==> src/rtl/mem_bus_arbiter.sv <==
`timescale 1ns/1ps
// Two-master arbiter for the shared data-memory/MMIO port: M0 = core load/store, M1 = UART loader.
// Round-robin by default; define MEM_BUS_FIXED_PRIO_EN for fixed priority (M0 always wins a tie).
module mem_bus_arbiter #(
  parameter int unsigned WAIT_CYCLES = 1,
  parameter int unsigned ADDR_W      = 32,
  parameter int unsigned DATA_W      = 32
) (
  input  logic              clk,
  input  logic              reset,
  input  logic              m0_req,
  input  logic [1:0]        m0_we,
  input  logic [ADDR_W-1:0] m0_addr,
  input  logic [DATA_W-1:0] m0_wdata,
  input  logic [2:0]        m0_rmode,
  output logic              m0_ack,
  output logic [DATA_W-1:0] m0_rdata,
  input  logic              m1_req,
  input  logic [1:0]        m1_we,
  input  logic [ADDR_W-1:0] m1_addr,
  input  logic [DATA_W-1:0] m1_wdata,
  input  logic [2:0]        m1_rmode,
  output logic              m1_ack,
  output logic [DATA_W-1:0] m1_rdata,
  output logic              mem_en,
  output logic [1:0]        mem_we,
  output logic [ADDR_W-1:0] mem_addr,
  output logic [DATA_W-1:0] mem_wdata,
  output logic [2:0]        mem_rmode,
  input  logic [DATA_W-1:0] mem_rdata,
  output logic [1:0]        gnt,
  output logic              busy,
  output logic              cpu_stall
);

  typedef enum logic [1:0] {
    ST_IDLE   = 2'd0,
    ST_ACCESS = 2'd1,
    ST_RESP   = 2'd2
  } state_t;

  state_t              r_state;
  state_t              w_next;
  logic                r_owner;
  logic                r_last_owner;
  logic [3:0]          r_cnt;
  logic [1:0]          r_we;
  logic [ADDR_W-1:0]   r_addr;
  logic [DATA_W-1:0]   r_wdata;
  logic [2:0]          r_rmode;
  logic [DATA_W-1:0]   r_m0_rdata;
  logic [DATA_W-1:0]   r_m1_rdata;

  logic                w_grant;
  logic                w_win;
  logic                w_access;
  logic                w_resp;
  logic                w_done;
  logic [DATA_W-1:0]   w_capture;

  assign w_access  = (r_state == ST_ACCESS);
  assign w_resp    = (r_state == ST_RESP);
  assign w_done    = w_access && (r_cnt == 4'd0);
  assign w_capture = (r_we == 2'b00) ? mem_rdata : '0;

  // Winner selection: 0 = M0, 1 = M1.
  always_comb begin
    w_win = 1'b0;
`ifdef MEM_BUS_FIXED_PRIO_EN
    w_win = ~m0_req;
`else
    if (m0_req && m1_req) begin
      w_win = ~r_last_owner;
    end else begin
      w_win = ~m0_req;
    end
`endif
  end

  always_comb begin
    w_next  = r_state;
    w_grant = 1'b0;
    unique case (r_state)
      ST_IDLE: begin
        if (m0_req || m1_req) begin
          w_grant = 1'b1;
          w_next  = ST_ACCESS;
        end
      end
      ST_ACCESS: begin
        if (r_cnt == 4'd0) begin
          w_next = ST_RESP;
        end
      end
      ST_RESP: begin
        w_next = ST_IDLE;
      end
      default: begin
        w_next = ST_IDLE;
      end
    endcase
  end

  always_ff @(posedge clk or negedge reset) begin
    if (!reset) begin
      r_state <= ST_IDLE;
    end else begin
      r_state <= w_next;
    end
  end

  // Command is captured once at grant so requester-side changes mid-access are ignored.
  always_ff @(posedge clk or negedge reset) begin
    if (!reset) begin
      r_owner      <= 1'b0;
      r_last_owner <= 1'b1;
      r_cnt        <= 4'd0;
      r_we         <= 2'b00;
      r_addr       <= '0;
      r_wdata      <= '0;
      r_rmode      <= 3'b000;
    end else begin
      if (w_grant) begin
        r_owner <= w_win;
        r_cnt   <= 4'(WAIT_CYCLES);
        if (w_win) begin
          r_we    <= m1_we;
          r_addr  <= m1_addr;
          r_wdata <= m1_wdata;
          r_rmode <= m1_rmode;
        end else begin
          r_we    <= m0_we;
          r_addr  <= m0_addr;
          r_wdata <= m0_wdata;
          r_rmode <= m0_rmode;
        end
      end else if (w_access && (r_cnt != 4'd0)) begin
        r_cnt <= r_cnt - 4'd1;
      end
      if (w_resp) begin
        r_last_owner <= r_owner;
      end
    end
  end

  always_ff @(posedge clk or negedge reset) begin
    if (!reset) begin
      r_m0_rdata <= '0;
      r_m1_rdata <= '0;
    end else if (w_done) begin
      if (r_owner) begin
        r_m1_rdata <= w_capture;
      end else begin
        r_m0_rdata <= w_capture;
      end
    end
  end

  // Memory-side outputs are forced to zero outside ACCESS so reset drops them asynchronously.
  assign mem_en    = w_access;
  assign mem_we    = w_access ? r_we    : 2'b00;
  assign mem_addr  = w_access ? r_addr  : '0;
  assign mem_wdata = w_access ? r_wdata : '0;
  assign mem_rmode = w_access ? r_rmode : 3'b000;

  assign gnt       = (w_access || w_resp) ? (r_owner ? 2'b10 : 2'b01) : 2'b00;
  assign busy      = w_access || w_resp;
  assign m0_ack    = w_resp && !r_owner;
  assign m1_ack    = w_resp &&  r_owner;
  assign m0_rdata  = r_m0_rdata;
  assign m1_rdata  = r_m1_rdata;
  assign cpu_stall = m0_req & ~m0_ack;

endmodule

==> config.mk <==
export PLATFORM = sky130hd
export DESIGN_NAME = mem_bus_arbiter
export DESIGN_NICKNAME = d
export VERILOG_FILES = /design/src/rtl/mem_bus_arbiter.sv
export SDC_FILE = /design/constraint.sdc
export NUM_CORES = 1
export LEC_CHECK = 0
export ABC_AREA = 1
export CORE_MARGIN = 1
export CORE_UTILIZATION = 40
export CTS_BUF_LIST = sky130_fd_sc_hd__clkbuf_4 sky130_fd_sc_hd__clkbuf_8
export CTS_CLUSTER_SIZE = 10
export DETAILED_ROUTE_END_ITERATION = 10
export PLACE_DENSITY = 0.84
export SLEW_MARGIN = 20
export SYNTH_ARGS = -nofsm -noshare
export SYNTH_HDL_FRONTEND = slang
export SYNTH_SLANG_ARGS = --single-unit
export TNS_END_PERCENT = 1
==> constraint.sdc <==
create_clock -name clk -period 4.8 [get_ports clk]
set_clock_uncertainty 0.2 [all_clocks]
set_input_delay 0.72 -clock clk [delete_from_list [all_inputs] [get_ports clk]]
set_output_delay 0.72 -clock clk [all_outputs]
set_load 0.005 [all_outputs]
==> run summary <==
result of the run: complete, no violations
via-per-instance ratio: 4.51
Max rail drop VDD: 443 uV
Reg clk slew, reported paths: 90 ps
type of destination of the critical path: primary output
number of levels in the clock H-tree: 4
Final Wtd Congestion: 0.817
data arrival time of the worst path: 2690 ps
vertical die dimension: 137 um
largest net degree at the start of global routing: 121
register area share after synthesis: 48.3%
worst reg-to-reg setup slack: 2020 ps
area post-placement: 0.0105 sq mm
routing usage on met2: 39.1%
clock root buffer: clkbuf_8
grt peak-use layer: met2
Cells after DPL: 1565
Syn Area/Cell: 6.84 sq um
Global Route met3 Usage: 6.36%
post-synthesis cell count: 1069
hold buffer count at cts: 0
share of layout cells above drive strength 1: 3.73%
Inserted Clock Buffers: 17
count of routing violations after the opening detailed-route iteration: 334
remaining global-route overflow: 0
fill cell total of the finished layout: 1591
power density over cell area: 545 mW/mm^2
net count of the finished layout: 1534
TritonCTS clock tree: done
met1 track demand over resource: 26.5%
Total Neg Setup Slack: 0 ps
netlist area before placement: 0.00731 sq mm
DRT antenna net count: 0
relative slew slack: 35.0%
crit path time final: 3610 ps
synthesis-to-layout area growth: 49.2%
number of cells upsized or downsized after cts: 0
Synth Net Count: 1248
area of all placed cells without fillers: 0.0109 sq mm
Static Leakage: 0.00595 uW
post-CTS setup-driven buffer insertion count: 0
worst setup path class: flop to primary output
Port-buffer cells: 313
YS warnings: 0
number of max-cap violations: 0
Final Max Slew Viols: 0
biggest fanout along the worst timing path: 56
Period Utilization, post-route: 75.2%
RSZ-0062 raised after global routing: false
crit path launch type: flop
number of primary I/O pins: 314
number of failing hold endpoints at the final stage: 0
die area: 0.0188 sq mm
half-perimeter wire length of the detailed placement result: 14700 um
wire length of the first global-routing pass: 32900 um
class of the worst hold path: input pin to async pin
sink count of the clock tree: 141
routed vias: 7201
worst endpoint required time: 3880 ps
endpoints failing setup: 0
via count of the first global-routing pass: 6864
antenna violations before repair: 0
Die Span X: 137 um
Routed Wire Length: 21100 um
count of unique library cells instantiated by Yosys: 22
DRC violations left: 0
Core Region: 0.0180 sq mm
Final Hold Slack: 179 ps
max frequency: 0.277 GHz
WL/cell: 13.2 um
non-filler cells, final: 1596
antenna fix cells: 0
global router's overall resource usage: 22.5%
actual transition at the worst max-transition pin: 976 ps
count of TritonRoute iterations in the first routing pass: 5
row count: 49
Max Root-Sink Buffers: 2
Starting Density: 40.7%
number of storage elements in the synthesis netlist: 141
clock latency of the later-clocked register in the worst-skew pair: 430 ps
-- worst paths after layout --
path                             startpoint           end  cells after the start
min in group clk                m0_rdata[8]   m0_rdata[8]                      2
worst min-delay path                  reset   m0_rdata[0]                      1
worst min register to register  m0_rdata[8]   m0_rdata[8]                      2
worst max register to register   r_state[1]  m0_rdata[20]                      7
worst max-delay path             r_state[1]  mem_addr[30]                      6
max in group asynchronous             reset  r_last_owner                      2
-- critical path: stages, from the launching register on --
cell and delay [ps]:
dfrtp_1 400, inv_1 90, ha_2 450, buf_4 540, nand2_1 130, inv_1 90, clkdlybuf4s50_1 500
-- sequential cells by signal, summed over array words and instances (netlist names) --
name and flops:
r_last_owner 1, r_owner 1, r_rmode 3, r_cnt 4, r_wdata 32, r_we 2, m0_rdata 32, m1_rdata 32
r_state 2, r_addr 32
-- power by group --
group | internal (uW) | leakage (uW) | switching (uW)
Sequential | 1780 | 0.00172 | 364
Combinational | 1420 | 0.00402 | 1380
Clock | 520 | 0.000202 | 481
-- Yosys cell counts --
cell	instances	area [sq um]
nand2_1	489	1840
inv_1	183	687
dfrtp_1	140	3500
nor2_1	108	405
o21ai_0	56	280
buf_2	25	125
o21ai_1	16	80.1
clkbuf_1	13	48.8
buf_4	10	75.1
buf_6	6	67.6
ha_1	5	62.6
nand3_1	4	20.0
inv_2	3	11.3
a21oi_1	2	10.0
nor2_4	2	22.5
dfstp_2	1	26.3
nand2_2	1	6.26
nand3_2	1	10.0
nand4_1	1	6.26
nand4_2	1	12.5
o21ai_2	1	8.76
or2_1	1	6.26
-- layout make-up --
cell class | count | area [sq um] | area share (%)
flip-flops and latches | 141 | 3530 | 32.4
repair buffers | 321 | 3190 | 29.3
multi-input cells | 688 | 2790 | 25.6
inverters | 186 | 698 | 6.40
well taps | 229 | 287 | 2.63
clock buffers | 18 | 241 | 2.21
clock inverters | 13 | 168 | 1.54
-- routing by layer --
metal / up-vias / wire, um / share of wire (%)
met3: 27 / 1720 / 8.1
li1: 3649 / - / -
met4: 0 / 399 / 1.9
met1: 3259 / 8460 / 40
met5: - / 0 / 0
met2: 266 / 10500 / 50
-- per-stage QoR --
step	setup WS [ps]	total power, uW	util (%)
floorplan	2670	3450	-
global placement	1680	4890	58.4
detailed placement	1590	4980	58.4
CTS	1120	6000	60.7
global route	959	6420	60.7
finish	1190	5940	60.7
-- cells by family (layout without fill, tap and decap cells) --
kind of cell               count (synthesis)  in the layout  share of synthesized area (%)
adders and majority gates                  5              5                          0.856
buffers and inverters                    240            538                           13.9
AOI/OAI and AO/OA                         75             75                           5.19
DFF                                      141            141                           48.3
and+or+nand+nor                          608            608                           31.8
-- layout by cell type (no fill, tap or decap), types with 3 or more instances in the layout --
cell type / n
clkinv_4: 5
clkbuf_8: 17
inv_1: 183
bufinv_16: 3
ha_1: 4
o21ai_1: 16
o21ai_0: 56
dfrtp_1: 140
nand2_1: 489
buf_4: 8
nor2_1: 108
clkdlybuf4s50_1: 312
inv_2: 3
nand3_1: 4
No activity file was read; power rests on OpenSTA's default activity.
